[config.mk]
export PLATFORM = sky130hd
export DESIGN_NAME = request_unit_flat
export DESIGN_NICKNAME = d
export VERILOG_FILES = /design/src/rtl/request_unit_if.sv /design/src/rtl/request_unit.sv /design/src/flat_wrapper.sv
export SDC_FILE = /design/constraint.sdc
export NUM_CORES = 1
export LEC_CHECK = 0
export ABC_AREA = 0
export CAP_MARGIN = 20
export CORE_UTILIZATION = 48
export DETAILED_ROUTE_END_ITERATION = 10
export PLACE_DENSITY = 0.9
export REMOVE_ABC_BUFFERS = 1
export SYNTH_ARGS = -nofsm -noshare
export SYNTH_HDL_FRONTEND = slang
export SYNTH_SLANG_ARGS = --single-unit
[constraint.sdc]
create_clock -name CLK -period 4.4 [get_ports CLK]
set_input_delay 0.44 -clock CLK [delete_from_list [all_inputs] [get_ports CLK]]
set_output_delay 0.44 -clock CLK [all_outputs]
set_load 0.005 [all_outputs]
[src/rtl/request_unit_if.sv]
// Bundle of fetch/data-memory handshakes and control-unit decode/commit signals
// seen by the request unit; master is the request unit, slave is its environment.
interface request_unit_if #(
    parameter int CNT_W = 32
);
    logic             ihit;
    logic             dhit;
    logic [31:0]      imemload;
    logic             MemRd;
    logic             MemWr;
    logic             Halt;
    logic [31:0]      Instr;
    logic             iREN;
    logic             dREN;
    logic             dWEN;
    logic             PCEn;
    logic             WrEn;
    logic             halt;
    logic [CNT_W-1:0] stall_cnt;

    modport master (
        input  ihit, dhit, imemload, MemRd, MemWr, Halt,
        output Instr, iREN, dREN, dWEN, PCEn, WrEn, halt, stall_cnt
    );

    modport slave (
        output ihit, dhit, imemload, MemRd, MemWr, Halt,
        input  Instr, iREN, dREN, dWEN, PCEn, WrEn, halt, stall_cnt
    );
endinterface

[src/rtl/request_unit.sv]
// Fetch/data request sequencer feeding the control unit: holds the instruction
// register, issues memory requests and emits single-cycle PC/regfile commits.
module request_unit #(
    parameter int          CNT_W     = 32,
    parameter logic [31:0] INSTR_RST = 32'h00000000
) (
    input logic            CLK,
    input logic            nRST,
    request_unit_if.master bus
);

    typedef enum logic [1:0] {
        FETCH  = 2'd0,
        EXEC   = 2'd1,
        DATA   = 2'd2,
        HALTED = 2'd3
    } state_t;

    state_t           state;
    state_t           next_state;
    logic [31:0]      instr;
    logic [CNT_W-1:0] stall_cnt;
    logic             halted;
    logic             iren;
    logic             dren;
    logic             dwen;
    logic             commit;
    logic             stall_inc;
    logic             load_instr;

    // State, instruction register, sticky halt and stall counter.
    always_ff @(posedge CLK or negedge nRST) begin
        if (!nRST) begin
            state     <= FETCH;
            instr     <= INSTR_RST;
            stall_cnt <= '0;
            halted    <= 1'b0;
        end else begin
            state <= next_state;
            if (load_instr) begin
                instr <= bus.imemload;
            end
            if (stall_inc) begin
                stall_cnt <= stall_cnt + 1'b1;
            end
            if (state == EXEC && bus.Halt) begin
                halted <= 1'b1;
            end
        end
    end

    // Next state and request outputs; commit in DATA is Mealy on dhit, and
    // a store beats a load when the decode illegally asserts both.
    always_comb begin
        next_state = state;
        iren       = 1'b0;
        dren       = 1'b0;
        dwen       = 1'b0;
        commit     = 1'b0;
        stall_inc  = 1'b0;
        load_instr = 1'b0;
        unique case (state)
            FETCH: begin
                iren = 1'b1;
                if (bus.ihit) begin
                    load_instr = 1'b1;
                    next_state = EXEC;
                end else begin
                    stall_inc = 1'b1;
                end
            end
            EXEC: begin
                if (bus.Halt) begin
                    next_state = HALTED;
                end else if (bus.MemRd || bus.MemWr) begin
                    next_state = DATA;
                end else begin
                    commit     = 1'b1;
                    next_state = FETCH;
                end
            end
            DATA: begin
                dwen = bus.MemWr;
                dren = bus.MemRd && !bus.MemWr;
                if (bus.dhit) begin
                    commit     = 1'b1;
                    next_state = FETCH;
                end else begin
                    stall_inc = 1'b1;
                end
            end
            HALTED: begin
                next_state = HALTED;
            end
            default: begin
                next_state = FETCH;
            end
        endcase
    end

    assign bus.Instr     = instr;
    assign bus.iREN      = iren;
    assign bus.dREN      = dren;
    assign bus.dWEN      = dwen;
    assign bus.PCEn      = commit;
    assign bus.WrEn      = commit;
    assign bus.halt      = halted;
    assign bus.stall_cnt = stall_cnt;

endmodule

[src/flat_wrapper.sv]
// flat-port wrapper written by rule: the top's interface ports become plain ports
module request_unit_flat 
#(
    parameter int          CNT_W     = 32,
    parameter logic [31:0] INSTR_RST = 32'h00000000
)
  (CLK, nRST, bus_ihit, bus_dhit, bus_imemload, bus_MemRd, bus_MemWr, bus_Halt, bus_Instr, bus_iREN, bus_dREN, bus_dWEN, bus_PCEn, bus_WrEn, bus_halt, bus_stall_cnt);
  request_unit_if #(.CNT_W(CNT_W)) bus_i ();
  input logic CLK;
  input logic nRST;
  input wire logic [$bits(bus_i.ihit)-1:0] bus_ihit;
  input wire logic [$bits(bus_i.dhit)-1:0] bus_dhit;
  input wire logic [$bits(bus_i.imemload)-1:0] bus_imemload;
  input wire logic [$bits(bus_i.MemRd)-1:0] bus_MemRd;
  input wire logic [$bits(bus_i.MemWr)-1:0] bus_MemWr;
  input wire logic [$bits(bus_i.Halt)-1:0] bus_Halt;
  output wire logic [$bits(bus_i.Instr)-1:0] bus_Instr;
  output wire logic [$bits(bus_i.iREN)-1:0] bus_iREN;
  output wire logic [$bits(bus_i.dREN)-1:0] bus_dREN;
  output wire logic [$bits(bus_i.dWEN)-1:0] bus_dWEN;
  output wire logic [$bits(bus_i.PCEn)-1:0] bus_PCEn;
  output wire logic [$bits(bus_i.WrEn)-1:0] bus_WrEn;
  output wire logic [$bits(bus_i.halt)-1:0] bus_halt;
  output wire logic [$bits(bus_i.stall_cnt)-1:0] bus_stall_cnt;
  assign bus_i.ihit = bus_ihit;
  assign bus_i.dhit = bus_dhit;
  assign bus_i.imemload = bus_imemload;
  assign bus_i.MemRd = bus_MemRd;
  assign bus_i.MemWr = bus_MemWr;
  assign bus_i.Halt = bus_Halt;
  assign bus_Instr = bus_i.Instr;
  assign bus_iREN = bus_i.iREN;
  assign bus_dREN = bus_i.dREN;
  assign bus_dWEN = bus_i.dWEN;
  assign bus_PCEn = bus_i.PCEn;
  assign bus_WrEn = bus_i.WrEn;
  assign bus_halt = bus_i.halt;
  assign bus_stall_cnt = bus_i.stall_cnt;
  request_unit #(.CNT_W(CNT_W), .INSTR_RST(INSTR_RST)) u_core (.CLK(CLK), .nRST(nRST), .bus(bus_i));
endmodule
==> run_results.csv, run 1 <==
group,metric,value,unit
floorplanning,rows,28,
synth,syn-cell-area,3030,um^2
worst_setup_path,r2r_slack,2260,ps
sta,skew,11.3,ps
clock_tree,clk_latency,340,ps
worst_setup_path,arrival,1940,ps
sta,hold_viol_final,0,
run,drv_cap,0,
placement,place_congestion,0.777,
clock_tree,htreeDepth,3,
cells_and_area,final_layout_size_suffix_gt1_share,18.0,%
cells_and_area,diodes,0,
cells_and_area,final_cell_mix,"clkdlybuf4s50_1 (107), dfrtp_1 (67), mux2_2 (33)",
clock_tree,cts_setup_buffers,0,
sta,rsz0062_at_grt,"false",
clock_tree,tritoncts,"done",
sta,setup_tns,0,ps
synth,syn_inst,232,
worst_setup_path,path_cells,"inv_1, ha_1, a22oi_1, nor2b_1, clkdlybuf4s50_1",
global_route,use_met3,7.11,%
floorplanning,core,5990,um^2
synth,synth_seq_area_share,55.3,%
synth,synth_cell_type_count,34,
placement,port-buffer-count,108,
synth,avgSynthCellArea,13.1,um^2
synth,synth_area_leaders,"dfrtp_1 (55%), mux2_2 (12%), xnor2_1 (4.6%)",
clock_tree,clk_pin_slew,80,ps
power,ir_drop,0.000431,V
clock_tree,clock-root-buffer,"clkbuf_8",
sta,slew_headroom,51.8,%
worst_setup_path,r2r_start,"u_core.state[0]$_DFFE_PN0P_",
worst_setup_path,cp_slowest_cell,"clkdlybuf4s50_1",
sta,timing.final.crit_share,54.2,%
cells_and_area,nFillCells,406,
synth,synth_flop_cell,"dfrtp_1",
synth,ys_ff_latch,67,
worst_setup_path,reg2reg_to,"u_core.bus.stall_cnt[31]$_DFFE_PN0P_",
synth,synth_top_area_share,55.3,%
floorplanning,die_area,6630,um^2
detailed_routing,dr.pass1.iters,4,
floorplanning,die_x,81.4,um
detailed_routing,drc,0,
global_route,gr-usage-met2,36.7,%
floorplanning,ios,109,
power,p_per_area,528,nW/um^2
worst_setup_path,start_kind,"flop",
detailed_routing,routedWlPerCell,16.6,um
worst_setup_path,crit_path_max_incr_delay,520,ps
sta,setup_violations,0,
clock_tree,cts_buffers,9,
outcome,outcome,"completed",
worst_setup_path,crit_family,"buffers and inverters",
synth,synth-async-reset-ratio,100,%
global_route,antenna_found_initial,0,
global_route,met1_usage,26.0,%
hold_path,hp-class,"in2async",
worst_setup_path,crit_buf_inv,2,
sta,period_needed,2380,ps
worst_setup_path,crit_required,3960,ps
sta,worst_slew_pin_slew,723,ps
clock_tree,clock_path_buffers,2,
detailed_routing,vias,2267,
placement,place_area,4180,um^2
worst_setup_path,cp_max_fo,5,
synth,synth_edf_count,0,
floorplanning,die_y,81.4,um
global_route,busiest_layer,"met2",
sta,maxSlewViolCount,0,
synth,yosys_warnings,0,
cells_and_area,final_common_cell,"clkdlybuf4s50_1",
clock_tree,postCtsHoldBufs,0,
detailed_routing,ant_nets,0,
placement,dp_hpwl,5.16,mm
power,leakagePower,1.88,nW
sta,timing.fmax,419,MHz
clock_tree,cts.sinks,67,
floorplanning,start_util,50.6,%
cells_and_area,nets,390,
global_route,grt_pass1_vias,2101,
global_route,globalRouteTotalUtil,21.7,%
global_route,grt_start_max_net_pins,36,
worst_setup_path,critical_path_cell_count,5,
worst_setup_path,critPathKind,"reg2out",
global_route,grt_pass1_wl,10.4,mm
synth,synth_top_area_cell,"dfrtp_1",
clock_tree,post_cts_resized,0,
worst_setup_path,worst_setup_path_end_kind,"output pin",
cells_and_area,area_growth,45.4,%
detailed_routing,drt_iter0_markers,96,
worst_setup_path,r2r_cells,6,
cells_and_area,final_area,4400,um^2
detailed_routing,wl,7.05,mm
detailed_routing,via_per_inst,5.33,
global_route,gr-total-overflow,0,
==> state kept, by name, indices dropped and copies added, names as in the netlist <==
signal	count
u_core.state	2
u_core.bus.Instr	32
u_core.bus.halt	1
u_core.bus.stall_cnt	32
==> how the worst max path moves through the flow <==
stage,from,end
after global routing,u_core.state[0]$_DFFE_PN0P_,bus_WrEn
final,u_core.state[0]$_DFFE_PN0P_,bus_WrEn
after floorplan,u_core.state[0]$_DFFE_PN0P_,u_core.bus.Instr[0]$_DFFE_PN0P_
after global placement,bus_Halt,bus_WrEn
after CTS,u_core.state[0]$_DFFE_PN0P_,bus_WrEn
after detailed placement,bus_ihit,u_core.bus.stall_cnt[31]$_DFFE_PN0P_
==> worst register-to-register path, delay by kind of cell (launching register included) <==
| kind | cells | cell delay, ps |
|---|---|---|
| DFF | 1 | 400 |
| xor gates and xnor gates | 1 | 190 |
| and+or+nand+nor | 2 | 360 |
| AOI/OAI and AO/OA | 1 | 660 |
| adders and majority gates | 1 | 290 |
| buffers and inverters | 1 | 130 |
==> per-layer routing <==
| layer | share of wire (%) | vias up |
|---|---|---|
| li1 | - | 1048 |
| met1 | 41 | 1124 |
| met2 | 48 | 83 |
| met3 | 9.2 | 12 |
| met4 | 1.2 | 0 |
| met5 | 0 | - |
==> cell usage after synthesis, types with 2 or more instances <==
cell and n:
a2111oi_4 2, a21oi_1 3, and2_1 2, and3_1 7, and4_1 6, buf_1 5, dfrtp_1 67, ha_1 6
inv_1 3, mux2_2 33, nand2_1 18, nand2b_1 2, nand3_1 5, nand4_1 11, nor2_1 5, nor2b_1 2
nor3_1 5, nor4_2 5, xnor2_1 16, xor2_1 15
==> kinds of logic after synthesis <==
family | Yosys count | synth area share (%)
xor gates and xnor gates | 31 | 8.96
AOI/OAI and AO/OA | 11 | 4.50
buffers and inverters | 11 | 1.53
adders and majority gates | 6 | 2.48
and+or+nand+nor | 73 | 14.9
DFF | 67 | 55.3
muxes | 33 | 12.3
==> power by group <==
part / internal (W) / leakage (nW) / switching (W)
Combinational: 0.000545 / 0.914 / 0.000288
Clock: 0.000335 / 0.117 / 0.000236
Sequential: 0.000801 / 0.848 / 0.000119
==> per-stage QoR <==
stage,std cells,hold WS [ps],util (%),total power (W),setup slack [ps]
final,425,149,73.5,0.00233,2020
after global routing,425,193,73.5,0.00245,1880
after detailed placement,409,478,69.8,0.00178,2030
after floorplan,224,144,-,0.00126,2490
after global placement,409,442,69.8,0.00173,2110
after CTS,425,159,73.5,0.00235,1980
==> cell type report <==
type	count	area [um^2]	area share, %
multi-input cells	154	1310	29.7
clock buffers	10	138	3.13
well taps	75	93.8	2.13
inverters	3	11.3	0.256
clock inverters	6	87.6	1.99
flip-flops and latches	67	1680	38.1
repair buffers	110	1090	24.8
Note: power is estimated with default switching activity, not from simulation.
==> run 2: changes to the inputs <==
--- a/config.mk
+++ b/config.mk
@@ -7,9 +7,9 @@
 export LEC_CHECK = 0
 export ABC_AREA = 0
 export CAP_MARGIN = 20
-export CORE_UTILIZATION = 48
+export CORE_UTILIZATION = 40
 export DETAILED_ROUTE_END_ITERATION = 10
-export PLACE_DENSITY = 0.9
+export PLACE_DENSITY = 0.81
 export REMOVE_ABC_BUFFERS = 1
 export SYNTH_ARGS = -nofsm -noshare
 export SYNTH_HDL_FRONTEND = slang
==> constraint.sdc (replaced) <==
create_clock -name CLK -period 1.9 [get_ports CLK]
set_input_delay 0.19 -clock CLK [delete_from_list [all_inputs] [get_ports CLK]]
set_output_delay 0.19 -clock CLK [all_outputs]
set_load 0.005 [all_outputs]
==> run 2 against run 1 <==
Register-to-register slack worse by 2200 ps. Sequential share of layout area fell by 1.6 points. Flip-flop and latch count is the same. Sequential power rose by 130%. Hold slack improved by 260 ps. Via count up 0.79%. Worst setup slack lost 1900 ps. First-iteration DRC count is 17% lower.
==> run_results.csv, run 2 (same netlist as run 1, synthesis figures left out) <==
group,metric,value,unit
floorplanning,die_area,7920,um^2
floorplanning,start_util,41.5,%
global_route,gr-total-overflow,0,
floorplanning,die_y,89.0,um
detailed_routing,vias,2285,
sta,hold_viol_final,0,
sta,timing.final.crit_share,96.1,%
clock_tree,clock_path_buffers,2,
detailed_routing,top_layer,"met4",
clock_tree,cts.sinks,67,
placement,dp_slack,-45.6,ps
floorplanning,rows,31,
sta,timing.fmax,548,MHz
sta,worst_slew_pin_slew,445,ps
run,drv_cap,0,
detailed_routing,via_per_inst,4.97,
power,leakagePower,1.99,nW
placement,dp_hpwl,5.19,mm
global_route,antenna_found_initial,0,
cells_and_area,final_cell_count_no_fill,460,
outcome,outcome,"completed",
placement,place_congestion,0.851,
power,clockPowerShare,23.6,%
power,p_per_area,1210,nW/um^2
floorplanning,core,7290,um^2
worst_setup_path,crit_required,2160,ps
cells_and_area,final_layout_size_suffix_gt1_share,22.2,%
power,seq_power_share,38.0,%
sta,slew_headroom,70.3,%
placement,port-buffer-count,108,
clock_tree,cts_buffers,9,
detailed_routing,dr_wl_met2,3.45,mm
floorplanning,die_x,89.0,um
global_route,grt_pass1_vias,2247,
power,p_sw_share,28.3,%
worst_setup_path,path_cells,"buf_4, ha_4, and2b_1, o2111ai_4, nor4_4, xor2_1",
cells_and_area,final_cell_mix,"clkdlybuf4s50_1 (103), dfrtp_1 (67), mux2_2 (33)",
power,power.switching,0.00158,W
clock_tree,tritoncts,"done",
sta,fin_ws,74.4,ps
detailed_routing,wl,7.26,mm
clock_tree,clk_latency,330,ps
worst_setup_path,crit_path_max_incr_delay,400,ps
worst_setup_path,critPathKind,"reg2reg",
cells_and_area,final_common_cell,"clkdlybuf4s50_1",
hold_path,hp-class,"in2async",
worst_setup_path,crit_family,"simple AND/OR/NAND/NOR gates",
cells_and_area,area_growth,51.8,%
sta,setup_violations,0,
sta,period_needed,1830,ps
sta,maxSlewViolCount,0,
floorplanning,ios,109,
clock_tree,clk_pin_slew,80,ps
worst_setup_path,worst_setup_path_end_kind,"flop",
placement,placed_cells,439,
cells_and_area,nets,401,
global_route,grt_start_max_net_pins,68,
detailed_routing,drc,0,
sta,skew,8.77,ps
power,ir_drop,0.000438,V
worst_setup_path,cp_slowest_cell,"dfrtp_1",
detailed_routing,ant_nets,0,
worst_setup_path,crit_buf_inv,1,
detailed_routing,drt_iter0_markers,80,
worst_setup_path,arrival,2080,ps
power,pwr-share-comb,38.4,%
detailed_routing,route.met3.wl,665,um
global_route,globalRouteTotalUtil,18.6,%
detailed_routing,m1WireLength,3.01,mm
worst_setup_path,cp_max_fo,8,
clock_tree,htreeDepth,3,
clock_tree,clock-root-buffer,"clkbuf_8",
detailed_routing,dr.pass1.iters,4,
worst_setup_path,start_kind,"flop",
cells_and_area,diodes,0,
power,intPower,0.00400,W
global_route,grt_pass1_wl,11.0,mm
detailed_routing,routedWlPerCell,15.8,um
==> run 2: power by group through the flow <==
| stage | clock, W | sequential (W) | combinational [W] |
|---|---|---|---|
| 4_1_cts | 0.00135 | 0.00212 | 0.00211 |
| 5_1_grt | 0.00142 | 0.00217 | 0.00232 |
| 2_1_floorplan | 0 | 0.00216 | 0.000771 |
| 6_report | 0.00132 | 0.00212 | 0.00214 |
| 3_3_place_gp | 0 | 0.00210 | 0.00196 |
| 3_5_place_dp | 0 | 0.00215 | 0.00203 |
==> run 2: per-stage QoR <==
step | total power, W | TNS, ps | hold WS, ps | area, um^2 | utilization, %
floorplan | 0.00293 | -233 | -106 | 2990 | -
global placement | 0.00407 | 0 | 233 | 4280 | 58.7
detailed placement | 0.00418 | -45.6 | 242 | 4280 | 58.7
CTS | 0.00558 | 0 | 425 | 4570 | 62.6
global route | 0.00591 | -57.5 | 436 | 4600 | 63.0
finish | 0.00558 | 0 | 404 | 4600 | 63.0
==> run 2: timing repair <==
item                       CTS  global route
cloned                       0             0
pin swaps                    1             1
hold endpoints to repair    67             0
setup buffers                3             1
setup endpoints to repair    7            19
hold buffers                 1             0
gates resized for setup     10             6
==> run 2: area by class of cell <==
cell class / count / area [um^2]
repair buffers: 121 / 1200
clock inverters: 7 / 100
multi-input cells: 154 / 1360
fillers: 588 / 2700
clock buffers: 9 / 124
flip-flops and latches: 67 / 1680
well taps: 99 / 124
inverters: 3 / 11.3
==> run 2: per-layer routing <==
layer | global-route usage (%) | vias to the layer above
met3 | 4.80 | 13
li1 | - | 1068
met4 | 7.79 | 0
met5 | 0 | -
met2 | 32.2 | 97
met1 | 22.1 | 1107
==> run 2: final timing paths <==
path | start | endpoint | slack [ps] | cells after the start
worst max-delay path | u_core.state[1]$_DFFE_PN0P_ | u_core.bus.stall_cnt[30]$_DFFE_PN0P_ | 70 | 6
worst min-delay path | nRST | u_core.bus.Instr[3]$_DFFE_PN0P_ | 400 | 3
worst max register to register | u_core.state[1]$_DFFE_PN0P_ | u_core.bus.stall_cnt[30]$_DFFE_PN0P_ | 70 | 6
worst min register to register | u_core.bus.stall_cnt[31]$_DFFE_PN0P_ | u_core.bus.stall_cnt[31]$_DFFE_PN0P_ | 480 | 1
max in group asynchronous | nRST | u_core.bus.Instr[4]$_DFFE_PN0P_ | 1200 | 3
min in group CLK | bus_imemload[23] | u_core.bus.Instr[23]$_DFFE_PN0P_ | 460 | 2
==> run 2: worst min-delay path: cells and delay by family <==
kind / cells / cell delay (ps)
buffers and inverters: 3 / 970
==> run 3: changes to the inputs <==
--- a/config.mk
+++ b/config.mk
@@ -7,6 +7,7 @@
 export LEC_CHECK = 0
 export ABC_AREA = 0
 export CAP_MARGIN = 20
+export CORE_ASPECT_RATIO = 0.5
 export CORE_UTILIZATION = 40
 export DETAILED_ROUTE_END_ITERATION = 10
 export PLACE_DENSITY = 0.81
==> run 3 against run 2 <==
The run now ends with DRC left. Via count decreased by 0.39%. First-iteration DRC count increased by 6.3%. Routed wire length decreased by 0.69%.
==> run_results.csv, run 3 (same netlist as run 1, synthesis figures left out) <==
group,metric,value,unit
clock_tree,clk_pin_slew,60,ps
detailed_routing,ant_nets,0,
floorplanning,die_y,63.5,um
floorplanning,die_x,125,um
clock_tree,htreeDepth,3,
outcome,outcome,"complete, but fails checks",
worst_setup_path,arrival,2030,ps
cells_and_area,nFillCells,476,
detailed_routing,drc,6,
sta,setup_violations,0,
outcome,violations,"DRC",
worst_setup_path,cp_slowest_cell,"dfrtp_1",
floorplanning,rows,21,
worst_setup_path,worst_setup_path_end_kind,"flop",
worst_setup_path,reg2reg_to,"u_core.bus.stall_cnt[25]$_DFFE_PN0P_",
sta,worst_slew_pin_slew,440,ps
worst_setup_path,start_kind,"flop",
placement,place_congestion,0.794,
detailed_routing,drt_iter0_markers,85,
sta,maxSlewViolCount,0,
detailed_routing,routedWlPerCell,15.9,um
power,p_per_area,1230,nW/um^2
sta,timing.final.crit_share,95.9,%
worst_setup_path,r2r_start,"u_core.state[0]$_DFFE_PN0P_",
clock_tree,clk_latency,330,ps
placement,place_area,4260,um^2
cells_and_area,final_layout_size_suffix_gt1_share,21.8,%
detailed_routing,vias,2276,
clock_tree,clock_path_buffers,2,
floorplanning,start_util,43.3,%
global_route,grt_pass1_vias,2316,
floorplanning,ios,109,
detailed_routing,dr.pass1.iters,9,
sta,hold_viol_final,0,
worst_setup_path,critPathKind,"reg2reg",
power,power.switching,0.00155,W
worst_setup_path,crit_path_max_incr_delay,410,ps
cells_and_area,nets,403,
worst_setup_path,r2r_slack,80,ps
sta,rsz0062_at_grt,"false",
power,p_sw_share,26.9,%
detailed_routing,wl,7.21,mm
placement,placed_cells,431,
cells_and_area,final_area,4670,um^2
global_route,globalRouteTotalUtil,18.9,%
cells_and_area,diodes,0,
sta,slew_headroom,70.6,%
sta,skew,5.60,ps
placement,dp_hpwl,4.95,mm
floorplanning,die_area,7950,um^2
clock_tree,clock-root-buffer,"clkbuf_16",
global_route,grt_pass1_wl,11.6,mm
power,pwr-share-comb,36.1,%
clock_tree,cts.sinks,67,
cells_and_area,area_growth,54.3,%
cells_and_area,final_cell_mix,"clkdlybuf4s50_1 (103), dfrtp_1 (67), mux2_2 (33)",
sta,period_needed,1820,ps
sta,timing.fmax,549,MHz
placement,port-buffer-count,108,
worst_setup_path,cp_max_fo,9,
clock_tree,cts_buffers,9,
cells_and_area,final_cell_count_no_fill,454,
global_route,antenna_found_initial,0,
global_route,gr-total-overflow,0,
worst_setup_path,path_cells,"inv_2, ha_4, nand2b_1, a2111oi_4, buf_6, nand4_1, xnor2_1",
detailed_routing,via_per_inst,5.01,
run,drv_cap,0,
cells_and_area,final_common_cell,"clkdlybuf4s50_1",
power,leakagePower,2.07,nW
power,intPower,0.00421,W
worst_setup_path,crit_required,2110,ps
floorplanning,core,6990,um^2
global_route,grt_start_max_net_pins,68,
hold_path,hp-class,"in2async",
power,seq_power_share,37.2,%
power,ir_drop,0.000647,V
worst_setup_path,r2r_cells,7,
clock_tree,tritoncts,"done",
power,clockPowerShare,26.7,%
## run 3: how the worst max path moves through the flow
stage | from | endpoint
detailed placement | u_core.state[0]$_DFFE_PN0P_ | u_core.bus.stall_cnt[22]$_DFFE_PN0P_
global placement | u_core.state[0]$_DFFE_PN0P_ | u_core.bus.stall_cnt[26]$_DFFE_PN0P_
global route | u_core.state[0]$_DFFE_PN0P_ | u_core.bus.stall_cnt[22]$_DFFE_PN0P_
CTS | u_core.state[0]$_DFFE_PN0P_ | bus_dREN
floorplan | u_core.state[0]$_DFFE_PN0P_ | u_core.bus.Instr[0]$_DFFE_PN0P_
finish | u_core.state[0]$_DFFE_PN0P_ | u_core.bus.stall_cnt[25]$_DFFE_PN0P_
## run 3: per-layer routing
| metal | vias to the layer above | wire [um] | track usage [%] |
|---|---|---|---|
| li1 | 1072 | - | - |
| met1 | 1140 | 3100 | 22.3 |
| met2 | 55 | 3690 | 32.8 |
| met3 | 9 | 327 | 6.71 |
| met4 | 0 | 92 | 5.34 |
| met5 | - | 0 | 0 |
## run 3: power groups by stage
stage | combinational (W) | clock (W) | sequential (W)
floorplan | 0.000771 | 0 | 0.00216
global placement | 0.00193 | 0 | 0.00212
detailed placement | 0.00198 | 0 | 0.00216
CTS | 0.00206 | 0.00156 | 0.00214
global route | 0.00223 | 0.00165 | 0.00220
finish | 0.00208 | 0.00154 | 0.00214
## run 3: layout make-up
type                            count  area (um^2)  share of cell area (%)
Clock inverter                      2         10.0                   0.214
Timing Repair Buffer              123         1220                    26.2
Sequential cell                    67         1680                    35.9
Tap cell                           92          115                    2.46
Inverter                            3         11.3                   0.241
Clock buffer                       13          270                    5.78
Multi-Input combinational cell    154         1370                    29.3
## run 3: timing repair
action	CTS	global route
setup buffers	4	3
endpoints found under the setup margin	13	21
endpoints found under the hold margin	67	0
resized for setup	7	10
hold buffers	1	0
pin swaps	0	4
## run 3: per-stage QoR
step | total power, W | util (%) | TNS, ps | setup WS, ps | hold slack [ps]
final | 0.00577 | 66.9 | 0 | 78.2 | 458
after global routing | 0.00608 | 66.9 | 0 | 11.2 | 464
after CTS | 0.00577 | 65.8 | 0 | 20.7 | 430
after detailed placement | 0.00414 | 61.0 | -16.2 | -16.2 | 244
after global placement | 0.00405 | 61.0 | 0 | 34.0 | 233
after floorplan | 0.00293 | - | -233 | -7.28 | -106
## run 3: critical path, delay by kind of cell, from the launching register on
| kind | cells | cell delay, ps |
|---|---|---|
| xor gates and xnor gates | 1 | 160 |
| and+or+nand+nor | 2 | 280 |
| buffers and inverters | 2 | 330 |
| AOI/OAI and AO/OA | 1 | 360 |
| DFF | 1 | 410 |
| adders and majority gates | 1 | 160 |
